<file path="src/rtl/hrm_mmio_pkg.sv">
// Shared definitions for the MMIO fabric: FSM state encoding and the default slot map.
package hrm_mmio_pkg;

  typedef enum logic [1:0] {
    IDLE      = 2'd0,
    RAM_WAIT  = 2'd1,
    SLOT_WAIT = 2'd2,
    RESP      = 2'd3
  } state_t;

  // XALU, LEDS, RAND, plus a spare slot whose base can never match under a zero mask
  localparam int unsigned DEF_N_SLOTS   = 4;
  localparam logic [31:0] DEF_SLOT_BASE = {8'hFF, 8'h11, 8'h10, 8'h00};
  localparam logic [31:0] DEF_SLOT_MASK = {8'h00, 8'hFF, 8'hFF, 8'hF0};

endpackage

</file>
<file path="src/rtl/mmio_fabric_if.sv">
// CPU-side request/acknowledge bus of the MMIO fabric.
interface mmio_fabric_if #(
  parameter int unsigned DATA_WIDTH = 8,
  parameter int unsigned ADDR_WIDTH = 8
);
  logic                  req;
  logic                  we;
  logic                  mmio;
  logic [ADDR_WIDTH-1:0] addr;
  logic [DATA_WIDTH-1:0] din;
  logic                  ack;
  logic                  err;
  logic [DATA_WIDTH-1:0] dout;
  logic                  busy;

  modport master (output req, we, mmio, addr, din, input  ack, err, dout, busy);
  modport slave  (input  req, we, mmio, addr, din, output ack, err, dout, busy);
endinterface

</file>
<file path="src/rtl/mmio_decoder.sv">
// Mask/base priority decode of an address onto the peripheral slots; lowest index wins.
module mmio_decoder #(
  parameter int unsigned                   ADDR_WIDTH = 8,
  parameter int unsigned                   N_SLOTS    = 4,
  parameter int unsigned                   IDX_W      = 2,
  parameter logic [N_SLOTS*ADDR_WIDTH-1:0] SLOT_BASE  = '0,
  parameter logic [N_SLOTS*ADDR_WIDTH-1:0] SLOT_MASK  = '0
) (
  input  logic [ADDR_WIDTH-1:0] addr,
  output logic                  hit_c,
  output logic [N_SLOTS-1:0]    sel_c,
  output logic [IDX_W-1:0]      idx_c
);

  always_comb begin
    hit_c = 1'b0;
    sel_c = '0;
    idx_c = '0;
    for (int i = int'(N_SLOTS) - 1; i >= 0; i--) begin
      if ((addr & SLOT_MASK[i*ADDR_WIDTH +: ADDR_WIDTH]) == SLOT_BASE[i*ADDR_WIDTH +: ADDR_WIDTH]) begin
        hit_c = 1'b1;
        sel_c = N_SLOTS'(1) << i;
        idx_c = IDX_W'(i);
      end
    end
  end

endmodule

</file>
<file path="src/rtl/mmio_fabric.sv">
// Routes CPU accesses to RAM or to an MMIO slot with wait states, timeout and registered response.
module mmio_fabric
  import hrm_mmio_pkg::*;
#(
  parameter int unsigned                   DATA_WIDTH  = 8,
  parameter int unsigned                   ADDR_WIDTH  = 8,
  parameter int unsigned                   N_SLOTS     = DEF_N_SLOTS,
  parameter logic [N_SLOTS*ADDR_WIDTH-1:0] SLOT_BASE   = DEF_SLOT_BASE,
  parameter logic [N_SLOTS*ADDR_WIDTH-1:0] SLOT_MASK   = DEF_SLOT_MASK,
  parameter int unsigned                   RAM_LATENCY = 1,
  parameter int unsigned                   TIMEOUT     = 15,
  parameter logic [DATA_WIDTH-1:0]         ERR_DATA    = DATA_WIDTH'(8'hFF)
) (
  input  logic                            clk,
  input  logic                            rst,
  mmio_fabric_if.slave                    bus,
  output logic                            ram_we,
  output logic [ADDR_WIDTH-1:0]           ram_addr,
  output logic [DATA_WIDTH-1:0]           ram_din,
  input  logic [DATA_WIDTH-1:0]           ram_dout,
  output logic [N_SLOTS-1:0]              slot_cs,
  output logic                            slot_we,
  output logic [ADDR_WIDTH-1:0]           slot_addr,
  output logic [DATA_WIDTH-1:0]           slot_din,
  input  logic [N_SLOTS*DATA_WIDTH-1:0]   slot_dout,
  input  logic [N_SLOTS-1:0]              slot_rdy
);

  localparam int unsigned CNT_MAX = (TIMEOUT > RAM_LATENCY) ? TIMEOUT : RAM_LATENCY;
  localparam int unsigned CNT_W   = $clog2(CNT_MAX + 1);
  localparam int unsigned IDX_W   = (N_SLOTS > 1) ? $clog2(N_SLOTS) : 1;

  state_t                state_q, state_d;
  logic [CNT_W-1:0]      cnt_q, cnt_d;
  logic [ADDR_WIDTH-1:0] addr_q, addr_d;
  logic [DATA_WIDTH-1:0] din_q, din_d;
  logic                  we_q, we_d;
  logic [IDX_W-1:0]      idx_q, idx_d;
  logic [N_SLOTS-1:0]    cs_q, cs_d;
  logic                  swe_q, swe_d;
  logic                  ram_we_q, ram_we_d;
  logic                  ack_q, ack_d;
  logic                  err_q, err_d;
  logic                  busy_q, busy_d;
  logic [DATA_WIDTH-1:0] dout_q, dout_d;

  logic                  dec_hit;
  logic [N_SLOTS-1:0]    dec_sel;
  logic [IDX_W-1:0]      dec_idx;
  logic                  rdy_sel;
  logic [DATA_WIDTH-1:0] sdout_sel;

  mmio_decoder #(
    .ADDR_WIDTH (ADDR_WIDTH),
    .N_SLOTS    (N_SLOTS),
    .IDX_W      (IDX_W),
    .SLOT_BASE  (SLOT_BASE),
    .SLOT_MASK  (SLOT_MASK)
  ) u_decoder (
    .addr  (bus.addr),
    .hit_c (dec_hit),
    .sel_c (dec_sel),
    .idx_c (dec_idx)
  );

  // Read mux of the latched target slot
  always_comb begin
    rdy_sel   = 1'b0;
    sdout_sel = '0;
    for (int i = 0; i < int'(N_SLOTS); i++) begin
      if (idx_q == IDX_W'(i)) begin
        rdy_sel   = slot_rdy[i];
        sdout_sel = slot_dout[i*DATA_WIDTH +: DATA_WIDTH];
      end
    end
  end

  always_comb begin
    state_d  = state_q;
    cnt_d    = cnt_q;
    addr_d   = addr_q;
    din_d    = din_q;
    we_d     = we_q;
    idx_d    = idx_q;
    cs_d     = cs_q;
    swe_d    = swe_q;
    ram_we_d = 1'b0;
    ack_d    = 1'b0;
    err_d    = 1'b0;
    dout_d   = dout_q;
    unique case (state_q)
      IDLE: begin
        if (bus.req) begin
          addr_d = bus.addr;
          din_d  = bus.din;
          we_d   = bus.we;
          cnt_d  = '0;
          if (!bus.mmio) begin
            state_d  = RAM_WAIT;
            ram_we_d = bus.we;
          end else if (dec_hit) begin
            state_d = SLOT_WAIT;
            idx_d   = dec_idx;
            cs_d    = dec_sel;
            swe_d   = bus.we;
          end else begin
            state_d = RESP;
            ack_d   = 1'b1;
            err_d   = 1'b1;
          end
        end
      end
      RAM_WAIT: begin
        if (we_q) begin
          state_d = RESP;
          ack_d   = 1'b1;
        end else if (cnt_q == CNT_W'(RAM_LATENCY)) begin
          dout_d  = ram_dout;
          state_d = RESP;
          ack_d   = 1'b1;
        end else if (cnt_q != CNT_W'(CNT_MAX)) begin
          cnt_d = cnt_q + CNT_W'(1);
        end
      end
      SLOT_WAIT: begin
        // Ready wins over timeout when both land in the same cycle
        if (rdy_sel) begin
          if (!we_q) dout_d = sdout_sel;
          state_d = RESP;
          ack_d   = 1'b1;
          cs_d    = '0;
          swe_d   = 1'b0;
        end else if (cnt_q == CNT_W'(TIMEOUT)) begin
          dout_d  = ERR_DATA;
          state_d = RESP;
          ack_d   = 1'b1;
          err_d   = 1'b1;
          cs_d    = '0;
          swe_d   = 1'b0;
        end else if (cnt_q != CNT_W'(CNT_MAX)) begin
          cnt_d = cnt_q + CNT_W'(1);
        end
      end
      RESP: state_d = IDLE;
      default: state_d = IDLE;
    endcase
    busy_d = (state_d != IDLE);
  end

  always_ff @(posedge clk) begin
    if (!rst) begin
      state_q  <= IDLE;
      cnt_q    <= '0;
      addr_q   <= '0;
      din_q    <= '0;
      we_q     <= 1'b0;
      idx_q    <= '0;
      cs_q     <= '0;
      swe_q    <= 1'b0;
      ram_we_q <= 1'b0;
      ack_q    <= 1'b0;
      err_q    <= 1'b0;
      busy_q   <= 1'b0;
      dout_q   <= '0;
    end else begin
      state_q  <= state_d;
      cnt_q    <= cnt_d;
      addr_q   <= addr_d;
      din_q    <= din_d;
      we_q     <= we_d;
      idx_q    <= idx_d;
      cs_q     <= cs_d;
      swe_q    <= swe_d;
      ram_we_q <= ram_we_d;
      ack_q    <= ack_d;
      err_q    <= err_d;
      busy_q   <= busy_d;
      dout_q   <= dout_d;
    end
  end

  assign bus.ack   = ack_q;
  assign bus.err   = err_q;
  assign bus.dout  = dout_q;
  assign bus.busy  = busy_q;
  assign ram_we    = ram_we_q;
  assign ram_addr  = addr_q;
  assign ram_din   = din_q;
  assign slot_cs   = cs_q;
  assign slot_we   = swe_q;
  assign slot_addr = addr_q;
  assign slot_din  = din_q;

endmodule

</file>
<file path="src/flat_wrapper.sv">
// flat-port wrapper written by rule: the top's interface ports become plain ports
module mmio_fabric_flat import hrm_mmio_pkg::*;
#(
  parameter int unsigned                   DATA_WIDTH  = 8,
  parameter int unsigned                   ADDR_WIDTH  = 8,
  parameter int unsigned                   N_SLOTS     = DEF_N_SLOTS,
  parameter logic [N_SLOTS*ADDR_WIDTH-1:0] SLOT_BASE   = DEF_SLOT_BASE,
  parameter logic [N_SLOTS*ADDR_WIDTH-1:0] SLOT_MASK   = DEF_SLOT_MASK,
  parameter int unsigned                   RAM_LATENCY = 1,
  parameter int unsigned                   TIMEOUT     = 15,
  parameter logic [DATA_WIDTH-1:0]         ERR_DATA    = DATA_WIDTH'(8'hFF)
)
  (clk, rst, ram_we, ram_addr, ram_din, ram_dout, slot_cs, slot_we, slot_addr, slot_din, slot_dout, slot_rdy, bus_req, bus_we, bus_mmio, bus_addr, bus_din, bus_ack, bus_err, bus_dout, bus_busy);
  mmio_fabric_if #(.DATA_WIDTH(DATA_WIDTH), .ADDR_WIDTH(ADDR_WIDTH)) bus_i ();
  input  logic clk;
  input  logic rst;
  output logic ram_we;
  output logic [ADDR_WIDTH-1:0] ram_addr;
  output logic [DATA_WIDTH-1:0] ram_din;
  input  logic [DATA_WIDTH-1:0] ram_dout;
  output logic [N_SLOTS-1:0] slot_cs;
  output logic slot_we;
  output logic [ADDR_WIDTH-1:0] slot_addr;
  output logic [DATA_WIDTH-1:0] slot_din;
  input  logic [N_SLOTS*DATA_WIDTH-1:0] slot_dout;
  input  logic [N_SLOTS-1:0] slot_rdy;
  input wire logic [$bits(bus_i.req)-1:0] bus_req;
  input wire logic [$bits(bus_i.we)-1:0] bus_we;
  input wire logic [$bits(bus_i.mmio)-1:0] bus_mmio;
  input wire logic [$bits(bus_i.addr)-1:0] bus_addr;
  input wire logic [$bits(bus_i.din)-1:0] bus_din;
  output wire logic [$bits(bus_i.ack)-1:0] bus_ack;
  output wire logic [$bits(bus_i.err)-1:0] bus_err;
  output wire logic [$bits(bus_i.dout)-1:0] bus_dout;
  output wire logic [$bits(bus_i.busy)-1:0] bus_busy;
  assign bus_i.req = bus_req;
  assign bus_i.we = bus_we;
  assign bus_i.mmio = bus_mmio;
  assign bus_i.addr = bus_addr;
  assign bus_i.din = bus_din;
  assign bus_ack = bus_i.ack;
  assign bus_err = bus_i.err;
  assign bus_dout = bus_i.dout;
  assign bus_busy = bus_i.busy;
  mmio_fabric #(.DATA_WIDTH(DATA_WIDTH), .ADDR_WIDTH(ADDR_WIDTH), .N_SLOTS(N_SLOTS), .SLOT_BASE(SLOT_BASE), .SLOT_MASK(SLOT_MASK), .RAM_LATENCY(RAM_LATENCY), .TIMEOUT(TIMEOUT), .ERR_DATA(ERR_DATA)) u_core (.clk(clk), .rst(rst), .bus(bus_i), .ram_we(ram_we), .ram_addr(ram_addr), .ram_din(ram_din), .ram_dout(ram_dout), .slot_cs(slot_cs), .slot_we(slot_we), .slot_addr(slot_addr), .slot_din(slot_din), .slot_dout(slot_dout), .slot_rdy(slot_rdy));
endmodule
</file>
<file path="config.mk">
export PLATFORM = sky130hd
export DESIGN_NAME = mmio_fabric_flat
export DESIGN_NICKNAME = d
export VERILOG_FILES = /design/src/rtl/hrm_mmio_pkg.sv /design/src/rtl/mmio_fabric_if.sv /design/src/rtl/mmio_decoder.sv /design/src/rtl/mmio_fabric.sv /design/src/flat_wrapper.sv
export SDC_FILE = /design/constraint.sdc
export NUM_CORES = 1
export LEC_CHECK = 0
export BUFFER_PORTS_ARGS = -buffer_cell sky130_fd_sc_hd__buf_2
export CAP_MARGIN = 10
export CELL_PAD_IN_SITES_DETAIL_PLACEMENT = 0
export CELL_PAD_IN_SITES_GLOBAL_PLACEMENT = 1
export CORE_MARGIN = 4
export CORE_UTILIZATION = 35
export DETAILED_ROUTE_END_ITERATION = 16
export PLACE_DENSITY_LB_ADDON = 0.1
export SKIP_CTS_REPAIR_TIMING = 1
export SLEW_MARGIN = 25
export SYNTH_ARGS = -nofsm -noshare
export SYNTH_HDL_FRONTEND = slang
export SYNTH_SLANG_ARGS = --single-unit
</file>
<file path="constraint.sdc">
create_clock -name clk -period 4 [get_ports clk]
set_input_delay 0.8 -clock clk [delete_from_list [all_inputs] [get_ports clk]]
set_output_delay 0.8 -clock clk [all_outputs]
set_load 0.005 [all_outputs]
</file>
==> results by stage <==
Synth:
- In this run, distinct cell masters in the synthesized netlist total 44.
- By area the synthesized netlist is led by sky130_fd_sc_hd__dfxtp_1, sky130_fd_sc_hd__mux2i_1, sky130_fd_sc_hd__nand2_1.
- The synthesized design devotes to its leading area cell type 34.7% of total area.
- The mean instance size in the synthesized netlist is 8.32 sq um.
- The count of warnings emitted by yosys is 0.
- The fraction of the yosys area taken by sequential cells is between 30% and 40%.
- The largest total area in the synthesized netlist belongs to sky130_fd_sc_hd__dfxtp_1.
- Synthesis handed over a netlist of 284 instances.
- The post-synthesis sequential element count is 41.
- After synthesis, the share of flip-flops with an asynchronous set or reset is 0%.
- The area of the mapped netlist is 0.00236 sq mm.
- The most frequently used flop master after synthesis is sky130_fd_sc_hd__dfxtp_1.
- The post-synthesis net count is 357.
- The count of flip-flops with a built-in enable after synthesis is 0.

Pwr:
- The power consumption is around 1000 uW.
- The worst IR drop on VDD is 0.197 mV.
- The power per cell area is approximately 350 mW/mm^2.
- The cell leakage power is ~0.0013 uW.

Hold path:
- The depth of the worst hold-timing path is 2.
- The min-delay analysis places its worst path in the category flip-flop to flip-flop.
- The worst-case hold path end point is u_core.bus.dout[2]$_SDFFE_PN0P_.
- The origin of the worst min-delay path is u_core.bus.dout[2]$_SDFFE_PN0P_.

Final layout:
- The number of diodes is 0.
- The final instance area is just under 0.003 sq mm.
- The library cell used most frequently in the layout, excluding fill and tap cells, is sky130_fd_sc_hd__buf_2.
- The final cell count without fillers is between 400 and 500.
- The final layout contains 447 nets.
- The library cells used most frequently in the layout, excluding fill and tap cells, are sky130_fd_sc_hd__buf_2, sky130_fd_sc_hd__nand2_1, sky130_fd_sc_hd__dfxtp_1.
- The layout overhead on the synthesized area is 24.5%.
- The fraction of final layout cells sized beyond drive strength 1 is 34.1%.

Route:
- The mean routed wirelength per cell is 14.4 um.
- In the routed design, unresolved DRC markers number 0.
- The routed layout has 2297 vias.
- The remaining antenna violation count after routing is 0.
- In the routed layout, each cell is associated on average with a via count of 5.08.
- The number of detailed-route iterations in the first pass is 4.
- The number of DRC markers in iteration 0 is 62.
- The total wirelength of the detailed-routed design is ~6500 um.

Die:
- The floorplan step set the die width to 90.2 um.
- 114 I/O pins were placed.
- In this run the vertical extent of the chip is 90.2 um.
- The initial standard-cell utilization of the core is ~37%.
- The core region is 0.00646 sq mm.
- The die outline area is around 0.0081 sq mm.
- The count of standard-cell rows is 29.

Setup path:
- STA puts the critical path data arrival time at between 2000 and 3000 ps.
- The critical path in this run is classified as flip-flop to flip-flop.
- Together, buffers and inverters on the worst path number 1.
- The register-to-register path setup slack is approximately 1500 ps.
- The sort of element at the end of the critical path is a flip-flop.
- The launching element type of the critical path is a flip-flop.
- The critical path goes through inv_1 -> ha_1 -> nor2b_1 -> a22oi_1 -> nand4_1 -> o22ai_1.
- The startpoint identified for the worst register-to-register timing path is u_core.state_q[0]$_SDFF_PN0_.
- For the worst setup path, the data required time is between 4000 and 5000 ps.
- The worst register-to-register path ends at u_core.cnt_q[2]$_SDFFE_PN0P_.
- The top fanout value on the critical path is 19.
- On the critical path the largest part of the delay comes from simple AND/OR/NAND/NOR gates.
- The cell with the largest stage delay on the worst path is sky130_fd_sc_hd__nor2b_1.
- Measured in cells, the most critical reg-to-reg path has a length of 6.
- On the worst path, the slowest cell contributes a delay of 690 ps.

Global route:
- The first-pass GRT wire length is 10700 um.
- Entering global routing, the biggest net connects 28 pins.
- The number of global-route vias before repair was 2245.
- The aggregate global routing overflow is 0.
- The all-layer global routing usage is approximately 16%.
- The number of antenna violations at the first check in global routing was 0.

Placement:
- The global placement routability congestion is about 0.79.
- In this run, placement finished with an instance count of 444.
- The count of buffers inserted at the top-level ports is ~110.
- In this run the cell area measured after placement is approximately 0.0029 sq mm.
- Once detailed placement completed, the half-perimeter wirelength came to 4860 um.

STA:
- The worst pin sits at a relative slew slack of 50.1%.
- The number of max-slew violations in the final report is 0.
- The post-route fraction of the period consumed by the critical path is a little over three fifths.
- Setup repair after global routing left no endpoint under its margin.
- For this run, the top clock speed supported by timing is 0.396 GHz.
- Counting I/O delays and the setup requirement, the final critical path takes 2530 ps.
- The count of final hold-check violations is 0.
- After routing, the total negative slack on setup checks comes to 0 ps.
- Across the routed clock network, the largest skew measured is 5.46 ps.
- For the pin with the worst max-slew slack, the measured transition is 747 ps.
- The number of setup violations in the final report is 0.

Flow run:
- The max-cap violation count is 0.

Clocking:
- The TritonCTS sink count is 41.
- The number of CTS-inserted buffers is 5.
- The clock tree synthesis step divided the H-tree into 2 levels.
- The clock slew seen by the registers of the worst setup and hold paths is 80 ps.
- The number of buffers on the longest clock path is 2.
- TritonCTS built the clock tree.
- The insertion delay to the later sink of the worst-skew pair is 290 ps.
- The root buffer selected by CTS is sky130_fd_sc_hd__clkbuf_8.

Outcome:
- The run finished with clean final reports.
worst max-delay path by stage:
stage / cells after the start / endpoint / slack, ps / from
after floorplan: 3 / u_core.bus.dout[0]$_SDFFE_PN0P_ / 1820 / slot_rdy[3]
after global placement: 4 / u_core.bus.dout[2]$_SDFFE_PN0P_ / 1520 / slot_rdy[3]
after detailed placement: 5 / u_core.slot_cs[0]$_SDFFE_PN0P_ / 1460 / bus_addr[5]
after CTS: 6 / u_core.cnt_q[2]$_SDFFE_PN0P_ / 1470 / u_core.state_q[0]$_SDFF_PN0_
after global routing: 6 / u_core.cnt_q[2]$_SDFFE_PN0P_ / 1280 / u_core.state_q[0]$_SDFF_PN0_
final: 6 / u_core.cnt_q[2]$_SDFFE_PN0P_ / 1470 / u_core.state_q[0]$_SDFF_PN0_
power breakdown:
part | internal, uW | leakage [uW] | total [uW] | switching (uW)
sequential | 447 | 0.000335 | 472 | 25.0
combinational | 131 | 0.000904 | 286 | 155
clock | 121 | 0.0000450 | 267 | 146
total | 699 | 0.00128 | 1020 | 326
metal layers:
metal  share of wire (%)  GRT usage [%]  wire, um
met1                  45           19.6      2940
met2                  47           26.1      3040
met3                 7.5           4.51       485
met4                0.68           3.83        44
met5                   0              0         0
kinds of logic after synthesis:
logic type,count (synthesis),share of synthesized area [%]
buffers and inverters,40,9.22
muxes,31,13.8
and+or+nand+nor,109,22.2
adders and majority gates,8,4.24
DFF,41,34.7
other,1,0.159
AOI/OAI and AO/OA,54,15.7
sequential cells by signal, summed over array words and instances, names as in the netlist:
name	flops
u_core.ram_addr	8
u_core.cnt_q	4
u_core.bus.err	1
u_core.slot_we	1
u_core.ram_we	1
u_core.ram_din	8
u_core.we_q	1
u_core.bus.busy	1
u_core.state_q	2
u_core.bus.ack	1
u_core.slot_cs	3
u_core.bus.dout	8
u_core.idx_q	2
final cells by class:
cell class	count	area [sq um]
inverters	7	26.3
fillers	683	3520
well taps	77	96.3
clock buffers	6	72.6
clock inverters	2	10.0
multi-input cells	203	1320
repair buffers	116	591
flip-flops and latches	41	821
worst reg2reg max path: cells and delay by family (launching register included):
family	cells	cell delay (ps)
simple gates	2	880
fa+ha+maj	1	640
flops	1	390
compound gates	2	370
buf+inv	1	130
cells in the mapped netlist (3+ instances only):
cell type	instances
sky130_fd_sc_hd__nand2_1	55
sky130_fd_sc_hd__dfxtp_1	41
sky130_fd_sc_hd__mux2i_1	28
sky130_fd_sc_hd__a21oi_1	23
sky130_fd_sc_hd__nand3_1	18
sky130_fd_sc_hd__buf_4	17
sky130_fd_sc_hd__clkbuf_1	12
sky130_fd_sc_hd__o2111ai_1	9
sky130_fd_sc_hd__ha_1	8
sky130_fd_sc_hd__inv_1	6
sky130_fd_sc_hd__or3_1	6
sky130_fd_sc_hd__nor2b_1	5
sky130_fd_sc_hd__o21ai_0	5
sky130_fd_sc_hd__and2_1	4
sky130_fd_sc_hd__nand4_1	4
sky130_fd_sc_hd__buf_2	3
sky130_fd_sc_hd__nand2b_1	3
sky130_fd_sc_hd__nor2_1	3
sky130_fd_sc_hd__nor3_1	3
sky130_fd_sc_hd__o31ai_1	3
through the flow:
step	setup slack (ps)	hold WS (ps)	utilization, %
6_report	1470	457	45.5
5_1_grt	1280	486	45.5
4_1_cts	1470	463	45.5
3_5_place_dp	1460	448	44.2
3_3_place_gp	1520	440	44.2
2_1_floorplan	1820	451	-
Note: power is estimated with default switching activity, not from simulation.
